===== config.mk =====
export PLATFORM = sky130hd
export DESIGN_NAME = data_mem_port_arbiter
export DESIGN_NICKNAME = d
export VERILOG_FILES = /design/src/rtl/data_mem_port_arbiter.sv
export SDC_FILE = /design/constraint.sdc
export NUM_CORES = 1
export LEC_CHECK = 0
export ABC_AREA = 1
export BUFFER_PORTS_ARGS = -buffer_cell sky130_fd_sc_hd__buf_2
export CAP_MARGIN = 20
export CORE_AREA = 3 3 211 213
export CTS_CLUSTER_SIZE = 10
export DETAILED_ROUTE_END_ITERATION = 7
export DIE_AREA = 0 0 214 216
export PLACE_DENSITY = 0.56
export REMOVE_ABC_BUFFERS = 1
export SKIP_LAST_GASP = 1
export SYNTH_ARGS = -nofsm -noshare
export SYNTH_HDL_FRONTEND = slang
export SYNTH_SLANG_ARGS = --single-unit

===== constraint.sdc =====
create_clock -name clk -period 19.6 [get_ports clk]
set_clock_uncertainty 0.2 [all_clocks]
set_input_delay 3.92 -clock clk [delete_from_list [all_inputs] [get_ports clk]]
set_output_delay 3.92 -clock clk [all_outputs]
set_load 0.02 [all_outputs]

===== src/rtl/data_mem_port_arbiter.sv =====
// Arbitrates the single-port data memory between the pipeline memory stage (M)
// and the debug/loader port (D); every access runs IDLE -> ISSUE -> RESP.
module data_mem_port_arbiter #(
  parameter int unsigned DATA_W       = 64,
  parameter int unsigned ADDR_W       = 12,
  parameter int unsigned MEM_DEPTH    = 4096,
  parameter int unsigned STARVE_LIMIT = 4
) (
  input  logic              clk,
  input  logic              reset,
  input  logic              m_req,
  input  logic              m_we,
  input  logic [63:0]       m_addr,
  input  logic [DATA_W-1:0] m_wdata,
  output logic              m_ack,
  output logic [DATA_W-1:0] m_rdata,
  output logic              m_adr_err,
  output logic              m_stall,
  input  logic              d_req,
  input  logic              d_we,
  input  logic [63:0]       d_addr,
  input  logic [DATA_W-1:0] d_wdata,
  output logic              d_ack,
  output logic [DATA_W-1:0] d_rdata,
  output logic              d_adr_err,
  output logic              mem_en,
  output logic              mem_we,
  output logic [ADDR_W-1:0] mem_addr,
  output logic [DATA_W-1:0] mem_wdata,
  input  logic [DATA_W-1:0] mem_rdata,
  output logic              busy
);

  localparam int unsigned CNT_W    = $clog2(STARVE_LIMIT + 1);
  localparam logic [63:0] MAX_ADDR = 64'(MEM_DEPTH - 1);
  localparam logic [CNT_W-1:0] CNT_MAX = CNT_W'(STARVE_LIMIT);

  typedef enum logic [1:0] {IDLE, ISSUE, RESP} state_t;

  state_t            state;
  logic [CNT_W-1:0]  starve_cnt;
  logic              owner_d;
  logic              we_q;
  logic              err_q;
  logic [ADDR_W-1:0] addr_q;
  logic [DATA_W-1:0] wdata_q;

  logic              m_cand;
  logic              d_cand;
  logic              grant_d;
  logic              grant_any;
  logic [63:0]       sel_addr;
  logic              issue;

  // A requester being acked this cycle is still showing its finished request.
  assign m_cand    = m_req & ~m_ack;
  assign d_cand    = d_req & ~d_ack;
  assign grant_d   = d_cand & ((starve_cnt == CNT_MAX) | ~m_cand);
  assign grant_any = m_cand | d_cand;
  assign sel_addr  = grant_d ? d_addr : m_addr;

  // Memory strobes follow the state register so reset kills them at once.
  assign issue     = (state == ISSUE);
  assign mem_en    = issue & ~err_q;
  assign mem_we    = issue & we_q & ~err_q;
  assign mem_addr  = (issue & ~err_q) ? addr_q : '0;
  assign mem_wdata = issue ? wdata_q : '0;
  assign busy      = (state != IDLE);
  assign m_stall   = m_req & ~m_ack;

  always_ff @(posedge clk or posedge reset) begin
    if (reset) begin
      state      <= IDLE;
      starve_cnt <= '0;
      owner_d    <= 1'b0;
      we_q       <= 1'b0;
      err_q      <= 1'b0;
      addr_q     <= '0;
      wdata_q    <= '0;
      m_ack      <= 1'b0;
      d_ack      <= 1'b0;
      m_adr_err  <= 1'b0;
      d_adr_err  <= 1'b0;
      m_rdata    <= '0;
      d_rdata    <= '0;
    end else begin
      m_ack     <= 1'b0;
      d_ack     <= 1'b0;
      m_adr_err <= 1'b0;
      d_adr_err <= 1'b0;
      unique case (state)
        IDLE: begin
          if (grant_any) begin
            owner_d <= grant_d;
            we_q    <= grant_d ? d_we : m_we;
            wdata_q <= grant_d ? d_wdata : m_wdata;
            addr_q  <= sel_addr[ADDR_W-1:0];
            err_q   <= (sel_addr > MAX_ADDR);
            if (grant_d || !d_req) begin
              starve_cnt <= '0;
            end else if (starve_cnt != CNT_MAX) begin
              starve_cnt <= starve_cnt + CNT_W'(1);
            end
            state <= ISSUE;
          end
        end
        ISSUE: state <= RESP;
        RESP: begin
          if (owner_d) begin
            d_ack     <= 1'b1;
            d_adr_err <= err_q;
            if (!we_q && !err_q) d_rdata <= mem_rdata;
          end else begin
            m_ack     <= 1'b1;
            m_adr_err <= err_q;
            if (!we_q && !err_q) m_rdata <= mem_rdata;
          end
          state <= IDLE;
        end
        default: state <= IDLE;
      endcase
    end
  end

endmodule


* Yosys cells after proc, flatten, opt, wreduce, memory -nomap -nowiden
Cells that the tools add are included.
** Storage, ports and cells
- Register bits after elaboration :: 216
- Latch bits :: 0
- Bits in writable memories :: 0
- Bits in read-only memories :: 0
- Input port bits :: 326
- Logic and storage cells :: 62
- Memories :: 0
** Operators by class
- Add/subtract/negate cells :: 1
- Multiply operators :: 0
- Divide/modulo/power cells :: 0
- Order comparisons :: 1
- Equal/unequal tests :: 5
- Shifts and indexed selects :: 0
- Multiplexer cells :: 17
- Bitwise gates (word level) :: 13
- Reductions and logical operators :: 12
** Operator list (count)
- $mux 64 :: 3
- $gt 64x12->1 const B :: 1
- $mux 12 :: 1
- $mux 1 :: 9
- $reduce_and 3->1 :: 3
- $and 1x1->1 :: 6
- $mux 3 :: 2
- $not 1->1 :: 5
- $pmux 2 s2 :: 1
- $reduce_bool 2->1 :: 2
- $add 3x1->3 const B :: 1
- $eq 3x3->1 const B :: 1
- $logic_not 1->1 :: 3
- $ne 3x3->1 const B :: 1
- $eq 2x1->1 const B :: 1
- $eq 2x2->1 const B :: 1
- $logic_not 2->1 :: 1
- $mux 2 :: 1
- $ne 2x2->1 const B :: 1
- $or 1x1->1 :: 2
- $reduce_and 2->1 :: 1
- $logic_and 1x1->1 :: 1
- $logic_or 1x1->1 :: 1

* Logic depth before layout (Yosys ltp)
Gate-level depths: netlist of the first run.
- Word-level depth :: 8
- Gate-level depth with buffers :: 11
- Gate-level depth less buffers :: 10

* Worst setup path before layout of the first run
No wires, ideal clock.
- Path type :: input -> output
- Start :: input m_req
- End :: output m_stall
- Arrival :: 4.134 ns
- Setup slack :: 11.346 ns
- Cell stages on the path :: 2
- Path through :: inv_1 > nor2_4
** On the way
- Longest elaborated chain between the ends :: 1
** Ends and longest elaborated chain
- from (decl) :: line 11 : input logic m_req,
- $and 1x1->1 :: line 69 : assign m_stall = m_req & ~m_ack;
- to (decl) :: line 18 : output logic m_stall,
Every way passes these cells.

* Final worst setup path of the first run
Ends and elaborated chain as after synthesis.

==> results, run 1 <==
- Of all nets on the critical path, the largest fanout is 3.
- Setup total negative slack on the finished layout was measured at 0 ns.
- The initial antenna violation count was 3.
- The peak ir drop on the vdd network is 0.06450 mV.
- Summed over all cells, the static leakage comes to 7.283 nW.
- The standard cell core area is 42,890 um2.
- The mapped netlist covers 9492 um2.
- 538 I/O pins were placed.
- The category of the most critical setup path is input port to output pin.
- After detailed routing, the number of vias per cell comes to 4.216.
- The register area is 5405 um2.
- The clock latency at the later pin of the worst-skew pair is 0.54 ns.
- The final-report max-slew violation count is 0.
- The placer's final routability congestion estimate is 0.8954.
- The CTS sink count is 216.
- Setup repair after global routing left no endpoint under its margin.
- The initial utilization of the core area, before any placement, comes to 0.2213.
- The floorplan step defined a die boundary enclosing 46,220 um2.
- TritonCTS built the clock tree.
- The kind of end point of the critical path is an output pin.
- The count of nets left with antenna violations after detail routing is 0.
- The mean area per synthesized cell is 8.275 um2.
- The largest net degree at the start of global routing is 109.
- After clock tree synthesis, the clock-pin slew on the worst setup and hold paths is 0.06 ns.
- Clock tree synthesis inserted a total of 26 buffers.
- The portion of the clock cycle consumed by the worst path in the final layout is 0.4329.
- The total routing usage reported by global routing is 0.1405.
- The share of layout cells above drive strength 1 is 0.3556.
- Summed over all layers, the global routing overflow is 0.
- The count of final hold-check violations is 0.
- In this run the post-CTS setup repair buffer count came out at 0.
- After detailed routing, the number of remaining DRC violations is 0.
- The maximum count of clock buffers along a single path is 3.
- The wire-length estimate of the detail-placed layout is 25.06 mm.
- In this run the worst hold path is classified as flop to flop.
- The number of rows in the core area is 76.
- The first detailed-routing pass ran for 4 iterations.
- The instance count of the mapped netlist is 1,147.
- The type of element launching the critical path is an input port.
- The run finished with clean final reports.
- The total length of routed wires is 33.69 mm.
- The deepest level of the CTS H-tree is 1.
- The quantity of I/O buffers inserted on ports is 537.
- The number of max-capacitance violations reported is 0.
- The overall die width is 214 um.
- The yosys synthesis warning count is 0.
- In the post-synthesis netlist, the biggest area contributors are sky130_fd_sc_hd__dfrtp_1 57%, sky130_fd_sc_hd__nor2_1 8.9%, sky130_fd_sc_hd__o21ai_0 8.2%.
- Of the synthesized area, sequential elements account for 0.5695.
- For the pin with the worst max-slew slack, the measured transition is 1.047 ns.
- The detail-routed net length per standard cell is 15.01 um.
- The first global-routing pass estimated 52.61 mm of wire.
- The layout net count is 1,979.
- The multi-input logic area is 3191 um2.
- The number of gates resized after CTS was 0.
- Of the post-synthesis cell area, the dominant cell type holds 0.5695.
- The signed area change from the synthesized netlist to the final layout is 41.40%.
- The clock root buffer is sky130_fd_sc_hd__clkbuf_16.
- The die is 216 um tall.
- Timing would allow up to 117.9 MHz.
- The hold buffer count at cts is 0.
- The filler cells instantiated in the layout total 4,624.
- The first-iteration detailed-routing DRC count is 544.
- The total setup violations reported at the end of the flow is 0.
- The largest area contributor in the synthesized netlist is sky130_fd_sc_hd__dfrtp_1.
- The antenna diode count is 0.
- The netlist uses 23 different library cells.
- The sum of internal, switching and leakage power is 2.162 mW.
- The power density over cell area is 161.1 nW/um2.
- The final critical delay including setup and external delays is 8.484 ns.
- The count of state elements after synthesis is 216.
- The number of global-route vias before repair is 9,451.
- The arrival time reported for the critical path endpoint is 4.36 ns.
- Headroom to the max-slew limit came out at 0.3023.
- The routed via count is 9,461.
- The required time reported for the critical path endpoint is 15.48 ns.
kinds of logic after synthesis:
group                    Yosys count  share of synthesized area
AO/OA/AOI/OAI                    289                     0.1629
adder cells (fa/ha/maj)            2                   0.002636
buffers and inverters            225                    0.09702
XOR/XNOR                           1                  0.0009229
flip-flops                       216                     0.5695
AND/OR/NAND/NOR                  414                     0.1670
cell usage in the layout (no fill, tap or decap), drive strengths merged:
master | synthesis | final
o22ai | 77 | 77
and2 | 2 | 2
o21ai | 211 | 211
nor2 | 229 | 229
clkinv | 0 | 1
a21oi | 1 | 1
nor3 | 2 | 2
ha | 2 | 2
inv | 156 | 156
dfrtp | 216 | 216
nand2 | 180 | 180
clkbuf | 25 | 35
buf | 44 | 545
xor2 | 1 | 1
nand3 | 1 | 1
final cells by class:
type / instances / share of cell area
timing repair buffer: 545 / 0.2047
inverter: 156 / 0.04437
clock buffer: 35 / 0.05472
multi-input combinational: 706 / 0.2377
clock inverter: 1 / 0.001212
sequential: 216 / 0.4027
tap: 585 / 0.05454
power breakdown:
part           switching [mW]  total [mW]  internal (mW)
combinational           0.649       0.960          0.310
clock                   0.182       0.438          0.256
sequential             0.0966       0.764          0.668
stage by stage:
step	hold slack (ns)	instances	setup WS, ns	area, um2	util
2_1_floorplan	0.2782	1078	9.572	9156	-
3_3_place_gp	0.2608	2208	11.11	12670	0.2955
3_5_place_dp	0.2689	2208	11.11	12670	0.2955
4_1_cts	0.2831	2244	11.11	13420	0.3130
5_1_grt	0.2985	2244	11.09	13420	0.3130
6_report	0.2793	2244	11.12	13420	0.3130
final timing paths:
path / from / end / slack [ns] / cells past startpoint
setup / recovery: m_req / m_stall / 11.12 / 4
hold / removal: m_rdata[27] / m_rdata[27] / 0.28 / 2
setup reg to reg: d_ack / wdata_q[45] / 16.84 / 8
hold reg to reg: m_rdata[27] / m_rdata[27] / 0.28 / 2
max in group asynchronous: reset / wdata_q[39] / 13.90 / 4
min in group asynchronous: reset / d_rdata[38] / 3.27 / 2
registers in the layout, indices dropped and copies added, names as in the netlist:
register,flops
d_ack,1
m_rdata,64
starve_cnt,3
d_rdata,64
owner_d,1
m_ack,1
addr_q,12
err_q,1
state,2
wdata_q,64
we_q,1
d_adr_err,1
m_adr_err,1
layer usage:
layer  vias up  part of all wire  track usage  wire length [um]
li1       4636                 -            -                 -
met2       410              0.47       0.2349             15690
met4         4             0.028      0.03929               932
met3        50             0.087      0.04238              2921
met1      4361              0.42       0.1765             14110
met5         -            0.0010            0                34
synthesized netlist by cell type:
library cell / n
sky130_fd_sc_hd__buf_4: 6
sky130_fd_sc_hd__clkbuf_1: 24
sky130_fd_sc_hd__o22ai_1: 77
sky130_fd_sc_hd__o21ai_0: 156
sky130_fd_sc_hd__nand3_1: 1
sky130_fd_sc_hd__o21ai_1: 55
sky130_fd_sc_hd__nor3_1: 2
sky130_fd_sc_hd__nor2_2: 2
sky130_fd_sc_hd__buf_6: 1
sky130_fd_sc_hd__clkbuf_2: 1
sky130_fd_sc_hd__a21oi_2: 1
sky130_fd_sc_hd__xor2_1: 1
sky130_fd_sc_hd__and2_0: 2
sky130_fd_sc_hd__nor2_1: 225
sky130_fd_sc_hd__nor2_4: 2
sky130_fd_sc_hd__dfrtp_1: 216
sky130_fd_sc_hd__nand2_2: 1
sky130_fd_sc_hd__buf_2: 36
sky130_fd_sc_hd__nand2_1: 179
sky130_fd_sc_hd__inv_1: 153
sky130_fd_sc_hd__ha_1: 2
sky130_fd_sc_hd__inv_2: 3
sky130_fd_sc_hd__buf_1: 1
worst max-delay path, stage by stage:
cell and delay [ns]:
sky130_fd_sc_hd__buf_2 0.08, sky130_fd_sc_hd__inv_1 0.06, sky130_fd_sc_hd__nor2_4 0.12, sky130_fd_sc_hd__buf_2 0.18
Power figures use the tool's default switching activity.
==> run 2: changes to the inputs <==
- CORE_AREA: 3 3 211 213 -> 3 3 206 208
- DIE_AREA: 0 0 214 216 -> 0 0 209 211
- PLACE_DENSITY: 0.56 -> 0.57
- clock period: 19.6 -> 8.55 ns (I/O delays scaled with it)
==> results, run 2 (same netlist as run 1, synthesis figures left out) <==
- The end of the worst register-to-register path is wdata_q[39].
- The routed design could run at a clock period as short as 4.303 ns.
- The worst-case IR drop observed on VDD is 0.1525 mV.
- The arrival time reported for the critical path endpoint is 2.39 ns.
- In this run the worst hold path is classified as flop to flop.
- The achievable frequency is 232.4 MHz.
- 538 I/O pins were placed.
- The share of total power dissipated in the clock network is 0.202.
- The number of clock buffers added by TritonCTS is 26.
- The number of rows in the core area is 74.
- No sink is reached through more buffers than the 3 on the longest clock path.
- Measured along the x axis, the die boundary spans 209 um.
- The count of nets left with antenna violations once routing finished came out at 0.
- The initial standard-cell utilization of the core is 0.2330.
- The tightest slew margin relative to the limit is 0.3772.
- In the global route stage, met2 resource usage came out at 0.2345.
- The highest-delay cell along the critical path is sky130_fd_sc_hd__buf_4.
- After clock tree synthesis, the flow added hold-fix buffers numbering 0.
- The critical path in this run is classified as flop to output pin.
- The number of global-route vias before repair is 9,265.
- The share of total power in sequential cells is 0.352.
- Entering global routing, the biggest net connects 123 pins.
- The detailed router finished its first iteration with 520 violations.
- The post-layout instance count excluding filler cells is 2,193.
- The worst register-to-register path begins at state[0].
- The standard cell core area is 40,740 um2.
- The overflow left after global routing is 0.
- The worst setup slack for register-to-register paths is 5.73 ns.
- For the worst flop-to-flop path, the logic depth is 6.
- The global routing stage identified its most utilized layer as met2.
- The internal portion of total power is 2.833 mW.
- The deepest level of the CTS H-tree is 1.
- The number of buffers and inverters on the critical path is 3.
- The wire length of the first global-routing pass is 50.60 mm.
- The global routing met3 resource utilization is 0.04203.
- STA puts the critical path data required time at 6.64 ns.
- The number of buffers inserted by post-CTS setup repair is 0.
- For hold timing, the worst endpoint is d_rdata[31].
- In this run the worst path has a maximum fanout of 66.
- For this block, the via count after detailed routing is 9,454.
- Summed over all layers, the routed wires come to 33.41 mm.
- Of the total power, the share spent switching nets is 0.4286.
- TritonCTS built the clock tree.
- Once layout is complete, the utilization of the core stands at 0.3286.
- Among cell families on the critical path, the largest total delay comes from buffers and inverters.
- The clock root buffer is sky130_fd_sc_hd__clkbuf_16.
- The share of total power dissipated in combinational logic is 0.446.
- The number of gates resized after CTS is 0.
- The clock net in this run drives a total of 216 sinks.
- The die area is 44,100 um2.
- The transition time at the pin with the least slew margin is 0.9341 ns.
- In the final design database the tool counted 1,980 nets.
- The initial antenna violation count is 5.
- Setup violations remaining at the end of the flow were counted as 0.
- The detail-routed net length per standard cell is 15.23 um.
- The post-detailed-placement half-perimeter wirelength is 25.12 mm.
- Compared with the post-synthesis result, the final layout area differs by 41.02%.
- The run finished with clean final reports.
- After detailed routing, the number of vias per cell comes to 4.311.
- In the global route stage, met1 resource usage came out at 0.1773.
- The sum of internal, switching and leakage power is 4.959 mW.
- The first detailed-routing pass ran for 5 iterations.
- The total placed cells including tap cells is 2,155.
- Setup repair after global routing left no endpoint under its margin.
- Along the worst hold path, the cell count comes to 2.
- Leaving out fill and tap cells, the most frequent cell in the layout is sky130_fd_sc_hd__buf_2.
- Setup total negative slack on the finished layout was measured at 0 ns.
- The largest stage delay on the critical path is 0.56 ns.
- The number of max-capacitance violations reported is 0.
- The startpoint of the tightest hold check path is d_rdata[31].
- The count of final hold-check violations is 0.
- At the end of routability-driven placement, the weighted congestion stood at 0.9039.
- The clock latency at the later pin of the worst-skew pair is 0.54 ns.
- In the finished design, the share of the clock period the worst path needs comes to 0.5033.
- The quantity of I/O buffers inserted on ports is 537.
- The cell occurring most often along the worst timing path is sky130_fd_sc_hd__nor2_1.
- Walking the worst path, the cells encountered are nand2_2 > buf_4 > nor2_1 > inv_1 > nor2_1 > buf_2.
- In the final layout, the registers with the most flip-flops are d_rdata (64), m_rdata (64), wdata_q (64).
- Of the cells placed in the final design, the portion with a size suffix greater than 1 is 0.3560.
- The die is 211 um tall.
- The final-report max-slew violation count is 0.
- Across every metal layer, demand over resource in global routing totals 0.1414.
- The type of element launching the critical path is a flop.
- Clock-pin slew was measured on the worst setup and hold paths at 0.06 ns.
- The kind of end point of the critical path is an output pin.
- In the layout the commonest cells are 537 x sky130_fd_sc_hd__buf_2, 225 x sky130_fd_sc_hd__nor2_1, 216 x sky130_fd_sc_hd__dfrtp_1.
- For this design the static power due to leakage is 7.296 nW.
- The power density over cell area is 370.5 nW/um2.
- The analysis attributes to net switching a power of 2.125 mW.
- In the routed design, unresolved DRC markers number 0.
run 2: worst max path at each step:
stage | startpoint | endpoint | slack, ns | cells past startpoint
floorplan | reset | addr_q[0] | 0.73 | 1
global placement | m_req | m_stall | 4.48 | 4
detailed placement | d_req | wdata_q[39] | 4.42 | 8
CTS | state[0] | mem_addr[4] | 4.19 | 6
global route | state[0] | mem_addr[9] | 4.05 | 6
finish | state[0] | mem_addr[8] | 4.25 | 6
run 2: power groups by stage:
stage	clock network (mW)	logic [mW]	registers, mW
detailed placement	0	2.24	1.76
global route	1.07	2.43	1.80
CTS	1.04	2.24	1.75
floorplan	0	1.01	2.13
global placement	0	2.20	1.75
finish	0.999	2.21	1.75
run 2: through the flow:
step | worst slack (ns) | area, um2 | hold slack (ns)
5_1_grt | 4.049 | 13390 | 0.3010
4_1_cts | 4.192 | 13360 | 0.2817
2_1_floorplan | 0.7324 | 9156 | 0.2782
6_report | 4.247 | 13390 | 0.2759
3_5_place_dp | 4.416 | 12600 | 0.2682
3_3_place_gp | 4.480 | 12600 | 0.2622
run 2: layout make-up:
class	instances	area [um2]
repair buffers	546	2775
clock inverters	1	16.27
multi-input cells	706	3191
flip-flops and latches	216	5405
inverters	156	595.6
fillers	4437	27350
clock buffers	35	734.5
diodes	1	2.502
well taps	532	665.6
run 2: worst reg2reg max path, stage by stage (launching register included):
cell	delay, ns
sky130_fd_sc_hd__dfrtp_1	0.41
sky130_fd_sc_hd__nor2_1	0.26
sky130_fd_sc_hd__nand2_1	0.20
sky130_fd_sc_hd__inv_4	0.39
sky130_fd_sc_hd__buf_4	0.76
sky130_fd_sc_hd__o21ai_0	0.35
sky130_fd_sc_hd__o22ai_1	0.17
run 2: routing by layer:
| layer | vias to the layer above | wire length, um |
|---|---|---|
| li1 | 4643 | - |
| met1 | 4350 | 13750 |
| met2 | 393 | 15670 |
| met3 | 60 | 2823 |
| met4 | 8 | 1102 |
| met5 | - | 55 |
